--- src/rtl/alu_pipe_if.sv ---
// Operand/opcode beat and result handshake bundle for alu_pipe.
// master = producer/consumer side (testbench or upstream), slave = the ALU.
interface alu_interface;
  localparam int unsigned DW = 8;
  localparam int unsigned SW = 4;
  localparam int unsigned OW = 16;

  logic          in_valid;
  logic          in_ready;
  logic [DW-1:0] a;
  logic [DW-1:0] b;
  logic [SW-1:0] s;
  logic          out_valid;
  logic          out_ready;
  logic [OW-1:0] out;

  modport master (
    output in_valid, a, b, s, out_ready,
    input  in_ready, out_valid, out
  );

  modport slave (
    input  in_valid, a, b, s, out_ready,
    output in_ready, out_valid, out
  );
endinterface

--- src/rtl/alu_pipe.sv ---
// Registered 8-bit ALU with valid/ready on both sides; one result per clock for opcodes 0-D.
// Define ALU_DIV_EN to build the iterative 8-step restoring divider for DIV/MOD (otherwise they return 0).
module alu_pipe (
  input  logic        clk,
  input  logic        rst,
  alu_interface.slave bus
);

  localparam int unsigned DW  = 8;
  localparam int unsigned SW  = 4;
  localparam int unsigned OW  = 16;
  localparam int unsigned SHW = 3;

  localparam logic [SW-1:0] OP_ADD  = 4'h0;
  localparam logic [SW-1:0] OP_SUB  = 4'h1;
  localparam logic [SW-1:0] OP_MUL  = 4'h2;
  localparam logic [SW-1:0] OP_AND  = 4'h3;
  localparam logic [SW-1:0] OP_OR   = 4'h4;
  localparam logic [SW-1:0] OP_XOR  = 4'h5;
  localparam logic [SW-1:0] OP_NAND = 4'h6;
  localparam logic [SW-1:0] OP_NOT  = 4'h7;
  localparam logic [SW-1:0] OP_SHL  = 4'h8;
  localparam logic [SW-1:0] OP_SHR  = 4'h9;
  localparam logic [SW-1:0] OP_ROL  = 4'hA;
  localparam logic [SW-1:0] OP_ROR  = 4'hB;
  localparam logic [SW-1:0] OP_EQ   = 4'hC;
  localparam logic [SW-1:0] OP_GT   = 4'hD;
  localparam logic [SW-1:0] OP_DIV  = 4'hE;
  localparam logic [SW-1:0] OP_MOD  = 4'hF;

  logic [OW-1:0]   out_q, out_d;
  logic            out_valid_q, out_valid_d;
  logic            in_ready_c;
  logic            accept_c;
  logic [OW-1:0]   alu_res_c;
  logic [SHW-1:0]  sh_c;
  logic [2*DW-1:0] dbl_c;
  logic [2*DW-1:0] rot_c;

  assign accept_c      = bus.in_valid && in_ready_c;
  assign bus.in_ready  = in_ready_c;
  assign bus.out_valid = out_valid_q;
  assign bus.out       = out_q;

  // Single-cycle result for the beat currently on the bus
  always_comb begin
    sh_c      = bus.b[SHW-1:0];
    dbl_c     = {bus.a, bus.a};
    rot_c     = '0;
    alu_res_c = '0;
    case (bus.s)
      OP_ADD:  alu_res_c = OW'(bus.a) + OW'(bus.b);
      OP_SUB:  alu_res_c = OW'(bus.a) - OW'(bus.b);
      OP_MUL:  alu_res_c = OW'(bus.a) * OW'(bus.b);
      OP_AND:  alu_res_c = {{DW{1'b0}}, bus.a & bus.b};
      OP_OR:   alu_res_c = {{DW{1'b0}}, bus.a | bus.b};
      OP_XOR:  alu_res_c = {{DW{1'b0}}, bus.a ^ bus.b};
      OP_NAND: alu_res_c = {{DW{1'b0}}, ~(bus.a & bus.b)};
      OP_NOT:  alu_res_c = {{DW{1'b0}}, ~bus.a};
      OP_SHL:  alu_res_c = OW'(bus.a) << sh_c;
      OP_SHR:  alu_res_c = {{DW{1'b0}}, bus.a >> sh_c};
      OP_ROL: begin
        // Rotating a doubled copy; a shift of 8 (sh=0) returns a unchanged
        rot_c     = dbl_c >> (4'(DW) - 4'(sh_c));
        alu_res_c = {{DW{1'b0}}, rot_c[DW-1:0]};
      end
      OP_ROR: begin
        rot_c     = dbl_c >> sh_c;
        alu_res_c = {{DW{1'b0}}, rot_c[DW-1:0]};
      end
      OP_EQ:   alu_res_c = {{(OW-1){1'b0}}, bus.a == bus.b};
      OP_GT:   alu_res_c = {{(OW-1){1'b0}}, bus.a > bus.b};
`ifdef ALU_DIV_EN
      OP_DIV,
      OP_MOD:  alu_res_c = (bus.b == '0) ? {OW{1'b1}} : '0;
`else
      OP_DIV,
      OP_MOD:  alu_res_c = '0;
`endif
      default: alu_res_c = '0;
    endcase
  end

  always_ff @(posedge clk) begin
    if (rst) begin
      out_q       <= '0;
      out_valid_q <= 1'b0;
    end else begin
      out_q       <= out_d;
      out_valid_q <= out_valid_d;
    end
  end

`ifdef ALU_DIV_EN
  typedef enum logic {IDLE, DIV} state_e;

  state_e        state_q, state_d;
  logic [2:0]    cnt_q, cnt_d;
  logic [DW-1:0] quo_q, quo_d;
  logic [DW-1:0] rem_q, rem_d;
  logic [DW-1:0] dsr_q, dsr_d;
  logic          mod_q, mod_d;
  logic          div_start_c;
  logic [DW:0]   rem_sh_c;
  logic [DW:0]   rem_sub_c;
  logic          step_ge_c;
  logic [DW-1:0] quo_nxt_c;
  logic [DW-1:0] rem_nxt_c;

  assign in_ready_c  = !rst && (state_q == IDLE) && (!out_valid_q || bus.out_ready);
  assign div_start_c = accept_c && ((bus.s == OP_DIV) || (bus.s == OP_MOD)) && (bus.b != '0);

  // One restoring-division step: shift in next dividend bit, subtract if it fits
  always_comb begin
    rem_sh_c  = {rem_q, quo_q[DW-1]};
    rem_sub_c = rem_sh_c - {1'b0, dsr_q};
    step_ge_c = (rem_sh_c >= {1'b0, dsr_q});
    quo_nxt_c = {quo_q[DW-2:0], step_ge_c};
    rem_nxt_c = step_ge_c ? rem_sub_c[DW-1:0] : rem_sh_c[DW-1:0];
  end

  always_comb begin
    state_d     = state_q;
    cnt_d       = cnt_q;
    quo_d       = quo_q;
    rem_d       = rem_q;
    dsr_d       = dsr_q;
    mod_d       = mod_q;
    out_d       = out_q;
    out_valid_d = out_valid_q;
    if (out_valid_q && bus.out_ready) begin
      out_valid_d = 1'b0;
    end
    case (state_q)
      IDLE: begin
        if (div_start_c) begin
          state_d = DIV;
          cnt_d   = '0;
          quo_d   = bus.a;
          rem_d   = '0;
          dsr_d   = bus.b;
          mod_d   = (bus.s == OP_MOD);
        end else if (accept_c) begin
          out_d       = alu_res_c;
          out_valid_d = 1'b1;
        end
      end
      DIV: begin
        quo_d = quo_nxt_c;
        rem_d = rem_nxt_c;
        cnt_d = cnt_q + 3'd1;
        if (cnt_q == 3'd7) begin
          state_d     = IDLE;
          cnt_d       = '0;
          out_d       = mod_q ? {{DW{1'b0}}, rem_nxt_c} : {{DW{1'b0}}, quo_nxt_c};
          out_valid_d = 1'b1;
        end
      end
      default: state_d = IDLE;
    endcase
  end

  always_ff @(posedge clk) begin
    if (rst) begin
      state_q <= IDLE;
      cnt_q   <= '0;
      quo_q   <= '0;
      rem_q   <= '0;
      dsr_q   <= '0;
      mod_q   <= 1'b0;
    end else begin
      state_q <= state_d;
      cnt_q   <= cnt_d;
      quo_q   <= quo_d;
      rem_q   <= rem_d;
      dsr_q   <= dsr_d;
      mod_q   <= mod_d;
    end
  end
`else
  assign in_ready_c = !rst && (!out_valid_q || bus.out_ready);

  // Every opcode completes at the accepting edge
  always_comb begin
    out_d       = out_q;
    out_valid_d = out_valid_q;
    if (out_valid_q && bus.out_ready) begin
      out_valid_d = 1'b0;
    end
    if (accept_c) begin
      out_d       = alu_res_c;
      out_valid_d = 1'b1;
    end
  end
`endif

endmodule

--- src/flat_wrapper.sv ---
// flat-port wrapper written by rule: the top's interface ports become plain ports
module alu_pipe_flat 
  (clk, rst, bus_in_valid, bus_a, bus_b, bus_s, bus_out_ready, bus_in_ready, bus_out_valid, bus_out);
  alu_interface bus_i ();
  input  logic clk;
  input  logic rst;
  input wire logic [$bits(bus_i.in_valid)-1:0] bus_in_valid;
  input wire logic [$bits(bus_i.a)-1:0] bus_a;
  input wire logic [$bits(bus_i.b)-1:0] bus_b;
  input wire logic [$bits(bus_i.s)-1:0] bus_s;
  input wire logic [$bits(bus_i.out_ready)-1:0] bus_out_ready;
  output wire logic [$bits(bus_i.in_ready)-1:0] bus_in_ready;
  output wire logic [$bits(bus_i.out_valid)-1:0] bus_out_valid;
  output wire logic [$bits(bus_i.out)-1:0] bus_out;
  assign bus_i.in_valid = bus_in_valid;
  assign bus_i.a = bus_a;
  assign bus_i.b = bus_b;
  assign bus_i.s = bus_s;
  assign bus_i.out_ready = bus_out_ready;
  assign bus_in_ready = bus_i.in_ready;
  assign bus_out_valid = bus_i.out_valid;
  assign bus_out = bus_i.out;
  alu_pipe u_core (.clk(clk), .rst(rst), .bus(bus_i));
endmodule
--- config.mk ---
export PLATFORM = sky130hd
export DESIGN_NAME = alu_pipe_flat
export DESIGN_NICKNAME = d
export VERILOG_FILES = /design/src/rtl/alu_pipe_if.sv /design/src/rtl/alu_pipe.sv /design/src/flat_wrapper.sv
export SDC_FILE = /design/constraint.sdc
export NUM_CORES = 1
export LEC_CHECK = 0
export CAP_MARGIN = 20
export CORE_MARGIN = 4
export CORE_UTILIZATION = 59
export CTS_BUF_LIST = sky130_fd_sc_hd__clkbuf_16
export CTS_CLUSTER_SIZE = 30
export DETAILED_ROUTE_END_ITERATION = 8
export GPL_ROUTABILITY_DRIVEN = 0
export PLACE_DENSITY = 0.81
export SKIP_CTS_REPAIR_TIMING = 1
export SYNTH_ARGS = -nofsm -noshare
export SYNTH_HDL_FRONTEND = slang
export SYNTH_SLANG_ARGS = --single-unit
--- constraint.sdc ---
create_clock -name clk -period 10 [get_ports clk]
set_input_delay 1 -clock clk [delete_from_list [all_inputs] [get_ports clk]]
set_output_delay 1 -clock clk [all_outputs]
set_load 0.01 [all_outputs]
==> flow_summary.ini <==
[timing]
period_share_pct = 62.6
slew_violations = 0
fin_ws_ps = 3740
clock.fmax_mhz = 160
relSlewSlack_pct = 28.5
finalSetupViolCount = 0
rsz0062_at_grt = false
finClkSkew_ps = 2.05
hold_viol = 0
tns_ps = 0
worstMarginPinSlew_ps = 1070
period_needed_ps = 6260

[worst_setup_path]
regToRegStartpoint = u_core.bus.out_valid
startpoint_type = input port
crit_path_end = u_core.bus.out[14]
reg2reg_depth = 7
reg2reg_to = u_core.bus.out[7]
cp_cell_sequence = clkdlybuf4s50_1, inv_1, nor2_1, fa_1, inv_1, fa_1, fa_1, inv_1, ha_1, a21o_1, a21oi_1, o21ai_0, a221o_1, a21oi_1, mux2i_1, o22ai_1
arrival_ps = 6380
reg2reg_slack_ps = 7960
worstSetupEndpointType = flip-flop
path_class = input port to flip-flop
required_ps = 10120
cp_max_fo = 26
max_stage_delay_ps = 1000
crit_start = bus_b[1]
cpMaxStageDelayCell = clkdlybuf4s50_1

[synthesis]
synth-edff-count = 0
ys.flop_type = dfxtp_1
ys_async_sr_fraction_pct = 0
ys_seq_elements = 17
synth_mux_area_share_pct = 6.68
synthSimpleGateAreaFrac_pct = 21.5
syn_inst = 684
synth_compound_area_share_pct = 21.2
synthAdderAreaFrac_pct = 30.0
synth.avg_cell_area_um2 = 7.48
yosysSeqAreaShare_pct = 6.65
yosysUniqueCellTypes = 75
netlist_top_cells_count = inv_1 (86), nor2_1 (85), nand2_1 (67)
synth_warnings = 0
synth_top_family_by_area = adder cells
yosysTopAreaCellShare_pct = 15.2
synth_area_leaders = ha_1 (15%), fa_1 (15%), dfxtp_1 (6.7%)
synth.most_common_cell = inv_1
synth_nets = 808
synth.largest_area_cell = ha_1
synth_area_um2 = 5120
synthXorXnorAreaFrac_pct = 3.74

[clock_tree]
cts_tree = yes
clock-root-buffer = clkbuf_16
clock_path_buffers = 2
insertion_delay_ps = 250
clk_pin_slew_ps = 50
cts_max_level = 1
cts_buffers = 3
cts_num_sinks = 17

[finish]
drive_above_1_share_pct = 3.72
multi_input_area_um2 = 4260
num-nets-final = 824
fin_cells = 804
area_growth_pct = 9.00
diodes = 0
regArea_um2 = 340
n_fill_cell = 725

[global_route]
overflow = 0
grt_pass1_wl_mm = 28.3
grt_pass1_vias = 5649
grt_util_all_layers_pct = 35.0
antenna_found_initial = 0
grt_max_degree = 27

[floorplanning]
die_area_um2 = 10200
core_um2 = 8340
pin_count = 42
start_util_pct = 61.3
rows = 33
die-height_um = 101
fp.dieW_um = 101

[pwr]
power.total_mw = 0.639
leakage_nw = 2.58
peakVddDrop_v = 0.0000849
p_per_area_nw_per_um2 = 115

[place]
dp.cells = 800
dp_slack_ps = 3600
dp_hpwl_mm = 13.8
numPortBuffers = 41

[detailed_routing]
wire_per_inst_um = 21.9
dr.pass1.iters = 9
num_vias = 5509
via_per_inst = 6.85
wirelength_mm = 17.6
drtIter0Drc = 752
drc = 7
detail-route-antenna-nets = 0

[run]
drv_cap = 0

[status]
outcome = complete, but fails checks
violations = design-rule violations

[min_path]
hold_class = flip-flop to flip-flop
[critical path, delay by kind of cell]
kind	cells	cell delay [ps]
AOI/OAI and AO/OA	6	1280
adders and majority gates	4	1760
buffers and inverters	4	1780
muxes	1	200
and+or+nand+nor	1	340
[cells in the final DEF, fill, tap and decap left out, types with 4 or more instances in the layout]
cell	count
inv_1	87
nor2_1	85
nand2_1	67
ha_1	62
a21oi_1	44
clkdlybuf4s50_1	41
fa_1	38
o21ai_0	26
mux2i_1	20
xnor2_1	17
dfxtp_1	17
o22ai_1	16
nand3_1	14
nor3_1	13
nand2b_1	9
a211oi_1	9
a21o_1	9
nor2b_1	7
a31oi_1	7
o221ai_1	6
and2_1	4
and3_1	4
or3_1	4
o21ai_1	4
o2111ai_1	4
nor3b_1	4
o211ai_1	4
buf_4	4
[logic make-up (layout without fill, tap and decap cells)]
family,Yosys count,count (layout)
buffers and inverters,122,137
adders and majority gates,100,100
AOI/OAI and AO/OA,165,165
DFF,17,17
muxes,28,28
xor gates and xnor gates,21,21
and+or+nand+nor,231,231
[per-stage QoR]
step | area, µm² | hold WS, ps | utilization [%]
after floorplan | 5120 | 482 | -
after global placement | 5500 | 444 | 65.9
after detailed placement | 5500 | 453 | 65.9
after CTS | 5580 | 474 | 66.9
after global routing | 5580 | 517 | 66.9
final | 5580 | 472 | 66.9
[cell type report]
cell class	count	area share, %
Timing Repair Buffer	45	7.90
Sequential cell	17	6.10
Clock buffer	3	1.35
Clock inverter	1	0.0673
Multi-Input combinational cell	545	76.3
Inverter	88	5.92
Tap cell	105	2.36
[where the power goes]
| group | internal, mW | switching (mW) |
|---|---|---|
| combinational | 0.195 | 0.289 |
| clock | 0.0531 | 0.0256 |
| sequential | 0.0731 | 0.00286 |
| total | 0.321 | 0.317 |
[per-layer routing]
metal / vias up / GRT usage [%] / wire [µm]
met5: - / 0 / 0
met4: 0 / 18.4 / 1080
met3: 120 / 7.27 / 2150
met2: 448 / 57.1 / 8060
met1: 2547 / 43.4 / 6310
li1: 2394 / - / -
[flip-flops by register name (all words and copies together) (netlist names)]
signal and flops:
u_core.bus.out_valid 1, u_core.bus.out 16
[worst min path at each step]
stage	startpoint	end	slack, ps	depth (start not counted)
detailed placement	u_core.bus.out[8]	u_core.bus.out[8]	450	2
CTS	u_core.bus.out[8]	u_core.bus.out[8]	470	2
global placement	u_core.bus.out[8]	u_core.bus.out[8]	440	2
global route	u_core.bus.out[2]	u_core.bus.out[2]	520	1
floorplan	u_core.bus.out[7]	u_core.bus.out[7]	480	2
finish	u_core.bus.out[8]	u_core.bus.out[8]	470	2
Note: power is estimated with default switching activity, not from simulation.
